### src/rtl/sm3_pkg.sv
// Shared widths, FSM encoding and the length-insertion helper for the SM3 padding stage.
package sm3_pkg;

  localparam int SM3_BLOCK_W = 512;
  localparam int LEN_W       = 64;
  localparam int BYTES_W     = 7;

  localparam logic [SM3_BLOCK_W-1:0] PAD80_BLOCK = {8'h80, {(SM3_BLOCK_W-8){1'b0}}};

  typedef enum logic [1:0] {
    IDLE,
    EMIT,
    EMIT_EXTRA
  } pad_state_t;

  // Bytes 56..63 (big-endian) are the low 64 bits of the block.
  function automatic logic [SM3_BLOCK_W-1:0] insert_len(
    input logic [SM3_BLOCK_W-1:0] blk,
    input logic [LEN_W-1:0]       len
  );
    logic [SM3_BLOCK_W-1:0] r;
    r = blk;
    r[LEN_W-1:0] = len;
    return r;
  endfunction

endpackage

### src/rtl/sm3_pad_mask.sv
// Keeps bytes 0..n-1 of a block, writes 0x80 at byte n (when n<64) and zeros the rest.
module sm3_pad_mask
  import sm3_pkg::*;
(
  input  logic [SM3_BLOCK_W-1:0] block,
  input  logic [BYTES_W-1:0]     n,
  output logic [SM3_BLOCK_W-1:0] masked
);

  always_comb begin
    masked = '0;
    for (int i = 0; i < SM3_BLOCK_W / 8; i++) begin
      if (BYTES_W'(i) < n) begin
        masked[SM3_BLOCK_W-1-8*i -: 8] = block[SM3_BLOCK_W-1-8*i -: 8];
      end else if (BYTES_W'(i) == n) begin
        masked[SM3_BLOCK_W-1-8*i -: 8] = 8'h80;
      end
    end
  end

endmodule

### src/rtl/sm3_msg_pad.sv
// SM3 message padding stage: tracks message bit length and emits one or two padded
// 512-bit blocks per input block to the compression core.
module sm3_msg_pad
  import sm3_pkg::*;
(
  input  logic                   io_mainClk,
  input  logic                   resetCtrl_systemReset,
  input  logic                   io_in_valid,
  output logic                   io_in_ready,
  input  logic [SM3_BLOCK_W-1:0] io_in_block,
  input  logic [BYTES_W-1:0]     io_in_bytes,
  input  logic                   io_in_first,
  input  logic                   io_in_last,
  output logic                   io_out_valid,
  input  logic                   io_out_ready,
  output logic [SM3_BLOCK_W-1:0] io_out_block,
  output logic                   io_out_first,
  output logic                   io_out_last,
  output logic                   io_err
);

  // Handshakes: a transfer happens on a rising edge where valid && ready. A source
  // holding valid keeps its payload stable until the transfer; valid never waits on ready.

  pad_state_t             state_q, state_d;
  logic [LEN_W-1:0]       len_q, len_d;
  logic                   msg_active_q, msg_active_d;
  logic                   err_q, err_d;
  logic                   out_valid_q, out_valid_d;
  logic [SM3_BLOCK_W-1:0] out_block_q, out_block_d;
  logic                   out_first_q, out_first_d;
  logic                   out_last_q, out_last_d;
  logic                   extra_q, extra_d;
  logic                   pad80_q, pad80_d;

  logic [SM3_BLOCK_W-1:0] masked;
  logic                   accept;
  logic                   bad;
  logic [LEN_W-1:0]       len_sum;

  sm3_pad_mask u_mask (
    .block  (io_in_block),
    .n      (io_in_bytes),
    .masked (masked)
  );

  assign io_in_ready  = (state_q == IDLE);
  assign io_out_valid = out_valid_q;
  assign io_out_block = out_block_q;
  assign io_out_first = out_first_q;
  assign io_out_last  = out_last_q;
  assign io_err       = err_q;

  assign accept  = io_in_valid && io_in_ready;
  assign bad     = (io_in_bytes > 7'd64) ||
                   (!io_in_last && (io_in_bytes != 7'd64)) ||
                   (!io_in_first && !msg_active_q);
  assign len_sum = (io_in_first ? '0 : len_q) + {54'b0, io_in_bytes, 3'b000};

  always_comb begin
    state_d      = state_q;
    len_d        = len_q;
    msg_active_d = msg_active_q;
    err_d        = err_q;
    out_valid_d  = out_valid_q;
    out_block_d  = out_block_q;
    out_first_d  = out_first_q;
    out_last_d   = out_last_q;
    extra_d      = extra_q;
    pad80_d      = pad80_q;

    case (state_q)
      IDLE: begin
        if (accept) begin
          if (bad) begin
            err_d = 1'b1;
          end else begin
            if (io_in_first) err_d = 1'b0;
            len_d        = len_sum;
            msg_active_d = !io_in_last;
            state_d      = EMIT;
            out_valid_d  = 1'b1;
            out_first_d  = io_in_first;
            out_block_d  = masked;
            out_last_d   = 1'b0;
            extra_d      = 1'b0;
            pad80_d      = 1'b0;
            if (io_in_last) begin
              // Length fits behind the data only when at most 55 data bytes are present.
              if (io_in_bytes <= 7'd55) begin
                out_block_d = insert_len(masked, len_sum);
                out_last_d  = 1'b1;
              end else begin
                extra_d = 1'b1;
                pad80_d = (io_in_bytes == 7'd64);
              end
            end
          end
        end
      end
      EMIT: begin
        if (io_out_ready) begin
          if (extra_q) begin
            state_d     = EMIT_EXTRA;
            out_block_d = insert_len(pad80_q ? PAD80_BLOCK : '0, len_q);
            out_first_d = 1'b0;
            out_last_d  = 1'b1;
            extra_d     = 1'b0;
          end else begin
            state_d     = IDLE;
            out_valid_d = 1'b0;
          end
        end
      end
      EMIT_EXTRA: begin
        if (io_out_ready) begin
          state_d     = IDLE;
          out_valid_d = 1'b0;
        end
      end
      default: begin
        state_d     = IDLE;
        out_valid_d = 1'b0;
      end
    endcase
  end

  always_ff @(posedge io_mainClk) begin
    if (resetCtrl_systemReset) begin
      state_q      <= IDLE;
      len_q        <= '0;
      msg_active_q <= 1'b0;
      err_q        <= 1'b0;
      out_valid_q  <= 1'b0;
      out_block_q  <= '0;
      out_first_q  <= 1'b0;
      out_last_q   <= 1'b0;
      extra_q      <= 1'b0;
      pad80_q      <= 1'b0;
    end else begin
      state_q      <= state_d;
      len_q        <= len_d;
      msg_active_q <= msg_active_d;
      err_q        <= err_d;
      out_valid_q  <= out_valid_d;
      out_block_q  <= out_block_d;
      out_first_q  <= out_first_d;
      out_last_q   <= out_last_d;
      extra_q      <= extra_d;
      pad80_q      <= pad80_d;
    end
  end

endmodule

### config.mk
export PLATFORM = sky130hd
export DESIGN_NAME = sm3_msg_pad
export DESIGN_NICKNAME = d
export VERILOG_FILES = /design/src/rtl/sm3_pkg.sv /design/src/rtl/sm3_pad_mask.sv /design/src/rtl/sm3_msg_pad.sv
export SDC_FILE = /design/constraint.sdc
export NUM_CORES = 1
export LEC_CHECK = 0
export ABC_AREA = 1
export CAP_MARGIN = 15
export CORE_AREA = 2 2 402 404
export CTS_BUF_LIST = sky130_fd_sc_hd__clkbuf_2 sky130_fd_sc_hd__clkbuf_4 sky130_fd_sc_hd__clkbuf_8
export DETAILED_ROUTE_END_ITERATION = 10
export DIE_AREA = 0 0 404 406
export MAX_ROUTING_LAYER = met4
export PLACE_DENSITY = 0.34
export SYNTH_ARGS = -nofsm -noshare
export SYNTH_HDL_FRONTEND = slang
export SYNTH_SLANG_ARGS = --single-unit
export TNS_END_PERCENT = 5
### constraint.sdc
create_clock -name io_mainClk -period 8 [get_ports io_mainClk]
set_input_delay 0.8 -clock io_mainClk [delete_from_list [all_inputs] [get_ports io_mainClk]]
set_output_delay 0.8 -clock io_mainClk [all_outputs]
set_load 0.02 [all_outputs]
==> results of run 1 <==
Yosys cell counts, types with 2 or more instances:
cell type	count
a211oi_2	28
o221ai_1	3
o22ai_1	4
nand4_1	17
ha_1	7
o21ai_1	3
xnor2_1	5
buf_4	25
clkinv_1	4
nand3b_1	6
inv_2	9
xor2_1	24
o2bb2ai_1	4
nor2_2	2
nand2_1	936
dfxtp_1	585
a32o_1	2
o211ai_1	19
a211oi_1	74
a31oi_1	2
inv_1	276
o21bai_1	6
a21oi_1	482
and2_1	4
buf_2	37
nand3_1	450
clkbuf_1	146
o211a_1	20
or2_2	4
nor2_1	381
buf_6	21
nor3_1	13
a32oi_1	2
o21ai_0	213
o21ai_2	3
buf_1	14
state kept, by name, summed over array words and instances, names as in the netlist:
| register | flops |
|---|---|
| io_out_block | 512 |
| len_q | 64 |
| state_q | 2 |
| extra_q | 1 |
| io_err | 1 |
| io_out_first | 1 |
| io_out_last | 1 |
| io_out_valid | 1 |
| msg_active_q | 1 |
| pad80_q | 1 |
layout by cell type (no fill, tap or decap), types with 9 or more instances in the layout:
master           instances
clkdlybuf4s50_1       1040
nand2_1                936
dfxtp_1                585
a21oi_1                480
nand3_1                450
nor2_1                 376
inv_1                  273
o21ai_0                212
clkbuf_8               153
a211oi_1                74
clkbuf_4                48
diode_2                 40
buf_4                   38
a211oi_2                28
xor2_1                  24
o211a_1                 20
o211ai_1                19
nand4_1                 17
nor3_1                  13
inv_2                    9
cell families (layout without fill, tap and decap cells):
kind of cell,Yosys count,after routing,synth area share
and+or+nand+nor,1816,1816,0.279
DFF,585,585,0.436
adders and majority gates,8,8,0.00400
buffers and inverters,532,1596,0.0854
AOI/OAI and AO/OA,871,871,0.186
xor gates and xnor gates,29,29,0.00945
other,0,40,0
area by class of cell:
cell class	count	area, µm²	area share
Clock buffer	201	2470	0.0588
Antenna cell	40	100	0.00239
Inverter	289	1100	0.0262
Clock inverter	19	188	0.00447
Sequential cell	585	11700	0.279
Tap cell	2086	2610	0.0622
Timing Repair Buffer	1087	10900	0.259
Multi-Input combinational cell	2724	12900	0.308
power groups by stage:
| stage | combinational, mW | sequential (mW) | clock (mW) |
|---|---|---|---|
| 3_3_place_gp | 1.36 | 3.17 | 0 |
| 2_1_floorplan | 0.445 | 3.28 | 0 |
| 4_1_cts | 1.37 | 3.11 | 3.77 |
| 5_1_grt | 1.44 | 3.12 | 3.89 |
| 3_5_place_dp | 1.36 | 3.17 | 0 |
| 6_report | 1.34 | 3.11 | 3.60 |
metrics by stage:
stage	total power, mW	std cells	setup WS [ns]
final	8.05	7031	3.45
after global routing	8.45	7025	3.26
after CTS	8.25	6991	3.59
after detailed placement	4.53	6771	2.66
after global placement	4.53	6771	2.76
after floorplan	3.72	3841	4.58
routing by layer:
| layer | up-vias | GRT usage | wire (µm) |
|---|---|---|---|
| met5 | - | - | 0 |
| met4 | 0 | 0.0486 | 3210 |
| met3 | 206 | 0.0752 | 14100 |
| met2 | 993 | 0.359 | 87500 |
| met1 | 14500 | 0.261 | 77900 |
| li1 | 14800 | - | - |
worst paths after layout:
| kind | startpoint | endpoint | slack, ns | cells after the start |
|---|---|---|---|---|
| max | io_in_bytes[3] | io_out_block[239]$_SDFFE_PP0P_ | 3.45 | 13 |
| min reg2reg | len_q[2]$_SDFFE_PP0P_ | len_q[2]$_SDFFE_PP0P_ | 0.43 | 2 |
| min | resetCtrl_systemReset | io_out_first$_SDFFE_PP0P_ | 0.34 | 2 |
| max reg2reg | state_q[1]$_SDFFE_PP0P_ | io_out_block[239]$_SDFFE_PP0P_ | 3.85 | 11 |
worst max-delay path, cell delays in order:
cell	delay (ns)
clkdlybuf4s50_1	0.82
nor2_1	0.30
inv_2	0.07
nor2_2	0.14
nand2_1	0.10
o21ai_2	0.10
nand3_4	0.79
o21ai_2	0.38
o21ai_4	0.15
inv_8	0.59
buf_12	0.49
o21ai_0	0.18
o211a_1	0.14
==> impl_metrics.tcl, run 1 <==
set metrics [dict create \
    ioPinCount 1042 \
    grt_pass1_wl_mm 247 \
    ys_top_cells_by_area "dfxtp_1, nand2_1, a21oi_1, nand3_1, nor2_1" \
    arrival_ns 5.26 \
    power_leakage_nw 15.8 \
    drt_pass1_iterations 5 \
    die_x_um 404 \
    power.share.clock 0.448 \
    hold_viol 0 \
    switchingPower_mw 2.47 \
    final_core_util 0.263 \
    drt_iter0_markers 1920 \
    cts_root_buffer "clkbuf_8" \
    worst_pin_slew_ns 1.15 \
    pwr-share-seq 0.386 \
    layout-drive-gt1-share 0.0663 \
    h-tree-depth 4 \
    stdcell_area_um2 41900 \
    numCtsBuffers 132 \
    vias 30500 \
    required_ns 8.71 \
    postCtsHoldBufs 0 \
    ys_types 46 \
    rsz0062_at_grt "no" \
    status "finished clean" \
    via_per_inst 4.34 \
    totalWireLength_mm 183 \
    synth_flop_cell "dfxtp_1" \
    final_max_slew_viol_count 0 \
    path_max_fanout 125 \
    power_density_nw_per_um2 192 \
    postPlaceCellArea_um2 39200 \
    hold_path_class "input pin to register" \
    min_period_ns 4.55 \
    die_h_um 406 \
    syn2layout_area_growth_pct 56.1 \
    finalSetupTns_ns 0 \
    p_comb_frac 0.166 \
    synth_edf_count 0 \
    slew_headroom 0.231 \
    num_rows 147 \
    crit_path_start_kind "input pin" \
    route.detailed.drc 0 \
    grt_max_degree 145 \
    timing.fmax_ghz 0.220 \
    whs_ns 0.342 \
    cts_resized 0 \
    ys_warn_count 0 \
    p_sw_frac 0.307 \
    ys_ff_latch 585 \
    yosysTopAreaCellShare 0.436 \
    grt_pass1_vias 30000 \
    wl_per_cell_um 26.0 \
    async_flop_share 0 \
    tritoncts "done" \
    crit_type "input pin to register" \
    grt.overflow.total 0 \
    core_um2 160000 \
    dp_hpwl_mm 139 \
    port-buffer-count 1041 \
    seq_area_frac_synth 0.436 \
    nets 5352 \
    syn_area_um2 26900 \
    cts_buffer_depth 3 \
    internal_power_mw 5.58 \
    crit_path_end_kind "register" \
    clk_latency_ns 0.86 \
    gp_congestion 0.843 \
    nFillCells 17900 \
    clock_skew_ns 0.0480 \
    path_clk_slew_ns 0.06 \
    syn_nets 4374 \
    dieArea_um2 164000 \
    cts_sinks 585 \
    yosys.area.top_type "dfxtp_1" \
    antenna_found_initial 62 \
    avgSynthCellArea_um2 7.00 \
    finalCritPeriodShare 0.569 \
    drv_cap 0 \
    ant_nets 0 \
    postCtsSetupBuffers 0 \
    irDropWorstVdd_mv 0.149 \
    initial_core_util 0.168 \
    syn_inst 3841 \
    grtUsageTotal 0.220 \
    setup_viol 0 \
]
Power figures use the tool's default switching activity.
==> run 2, diff against run 1 <==
--- a/config.mk
+++ b/config.mk
@@ -7,10 +7,10 @@
 export LEC_CHECK = 0
 export ABC_AREA = 1
 export CAP_MARGIN = 15
-export CORE_AREA = 2 2 402 404
+export CORE_AREA = 2 2 403 405
 export CTS_BUF_LIST = sky130_fd_sc_hd__clkbuf_2 sky130_fd_sc_hd__clkbuf_4 sky130_fd_sc_hd__clkbuf_8
 export DETAILED_ROUTE_END_ITERATION = 10
-export DIE_AREA = 0 0 404 406
+export DIE_AREA = 0 0 405 407
 export MAX_ROUTING_LAYER = met4
 export PLACE_DENSITY = 0.34
 export SYNTH_ARGS = -nofsm -noshare
==> constraint.sdc (replaced) <==
create_clock -name io_mainClk -period 4.6 [get_ports io_mainClk]
set_input_delay 0.46 -clock io_mainClk [delete_from_list [all_inputs] [get_ports io_mainClk]]
set_output_delay 0.46 -clock io_mainClk [all_outputs]
set_load 0.02 [all_outputs]
==> run 2 against run 1 <==
First-iteration DRC count shrank 4.1%. Sequential share of layout area shrank 0.36 points. Largest power group unchanged. Critical path type unchanged. Clock power rose by 74%. Largest cell class unchanged. Sequential power rose by 74%. Count of clock-buffer cells in the layout shrank 4.
==> impl_metrics.tcl, run 2 (same netlist as run 1, synthesis figures left out) <==
set metrics [dict create \
    irDropWorstVdd_mv 0.249 \
    largest_register_ffs 512 \
    layout_common_cells "clkdlybuf4s50_1, nand2_1, dfxtp_1, a21oi_1, nand3_1" \
    postCtsSetupBuffers 0 \
    cts_buffer_depth 3 \
    tritoncts "done" \
    worst_pin_slew_ns 1.15 \
    clk_latency_ns 0.88 \
    totalWireLength_mm 185 \
    core_um2 160000 \
    route.detailed.drc 0 \
    required_ns 5.37 \
    grt_pass1_vias 30000 \
    vias 30700 \
    finalCritPeriodShare 0.695 \
    path_clk_slew_ns 0.06 \
    finalSetupTns_ns 0 \
    timing.fmax_ghz 0.313 \
    crit_path_end_kind "register" \
    port-buffer-count 1041 \
    grt_max_degree 133 \
    min_period_ns 3.20 \
    postPlaceCellArea_um2 39700 \
    num_rows 147 \
    seq_area_um2 11700 \
    crit_type "input pin to register" \
    ant_nets 0 \
    crit_path_start_kind "input pin" \
    dp_hpwl_mm 143 \
    clock_skew_ns 0.0490 \
    drt_pass1_iterations 7 \
    nets 5397 \
    status "finished clean" \
    power_density_nw_per_um2 330 \
    die_x_um 405 \
    nFillCells 17900 \
    gp_congestion 0.876 \
    via_per_inst 4.29 \
    grtUsageTotal 0.222 \
    hold_viol 0 \
    ioPinCount 1042 \
    hold_path_class "input pin to register" \
    multi_input_area_um2 12900 \
    arrival_ns 3.97 \
    power_leakage_nw 16.1 \
    drt_iter0_markers 1841 \
    layout-drive-gt1-share 0.0743 \
    cts_sinks 585 \
    drv_cap 0 \
    slew_headroom 0.232 \
    layout_commonest_cell "clkdlybuf4s50_1" \
    syn2layout_area_growth_pct 58.1 \
    dieArea_um2 165000 \
    final_max_slew_viol_count 0 \
    antenna_found_initial 66 \
    cts_root_buffer "clkbuf_8" \
    stdcell_area_um2 42500 \
    initial_core_util 0.168 \
    grt.overflow.total 0 \
    path_max_fanout 106 \
    die_h_um 407 \
    h-tree-depth 4 \
    rsz0062_at_grt "no" \
    setup_viol 0 \
    grt_pass1_wl_mm 249 \
    wl_per_cell_um 25.9 \
    numCtsBuffers 131 \
]
==> run 2: worst max-delay path: stages <==
cell and delay [ns]:
clkdlybuf4s50_1 0.65, buf_4 0.30, nor2_1 0.12, inv_2 0.08, nor2_2 0.23, nand2_1 0.16, o21ai_2 0.13, nand3_4 0.10
o21ai_2 0.11, o21ai_4 0.26, inv_8 0.43, buf_12 0.41, o21ai_0 0.14, a21oi_1 0.17
==> run 2: layer usage <==
metal | up-vias | routed length, µm | track usage
met5 | - | 0 | -
met4 | 0 | 2910 | 0.0473
met3 | 200 | 14700 | 0.0725
met2 | 1019 | 89200 | 0.364
met1 | 14600 | 78300 | 0.263
li1 | 14900 | - | -
==> run 2: metrics by stage <==
stage | cells | power (mW) | utilization | setup slack (ns) | hold slack (ns)
after floorplan | 3841 | 6.47 | - | 1.52 | 0.408
after global placement | 6890 | 7.93 | 0.248 | 0.554 | 0.415
after detailed placement | 6890 | 7.92 | 0.248 | 0.507 | 0.418
after CTS | 7110 | 14.4 | 0.265 | 1.29 | 0.0239
after global routing | 7148 | 14.7 | 0.265 | 1.13 | 0.0775
final | 7150 | 14.0 | 0.265 | 1.40 | 0.148
==> run 2: final cells by class <==
type	count	area share
tap	2160	0.0636
sequential	585	0.276
antenna	40	0.00236
clock buffer	197	0.0576
inverter	289	0.0259
clock inverter	22	0.00503
multi-input combinational	2724	0.304
timing repair buffer	1133	0.266
==> run 2: timing repair <==
action                                  CTS  global route
endpoints found under the setup margin    0             0
gates resized for setup                   0             0
hold buffers                              1             0
endpoints found under the hold margin     8             0
==> run 2: worst paths after layout <==
kind         cells after the start               startpoint  slack, ns                             end
max reg2reg                      8  state_q[1]$_SDFFE_PP0P_       1.47    io_out_block[1]$_SDFFE_PP0P_
max                             14           io_in_bytes[3]       1.40   io_out_block[49]$_SDFFE_PP0P_
min                              3         io_in_block[315]       0.15  io_out_block[315]$_SDFFE_PP0P_
min reg2reg                      2    len_q[2]$_SDFFE_PP0P_       0.43           len_q[2]$_SDFFE_PP0P_
==> run 2: where the power goes <==
group	switching [mW]	total, mW	internal [mW]
Combinational	1.37	2.37	0.993
Clock	2.85	6.27	3.42
Sequential	0.132	5.41	5.27
Total	4.35	14.0	9.69
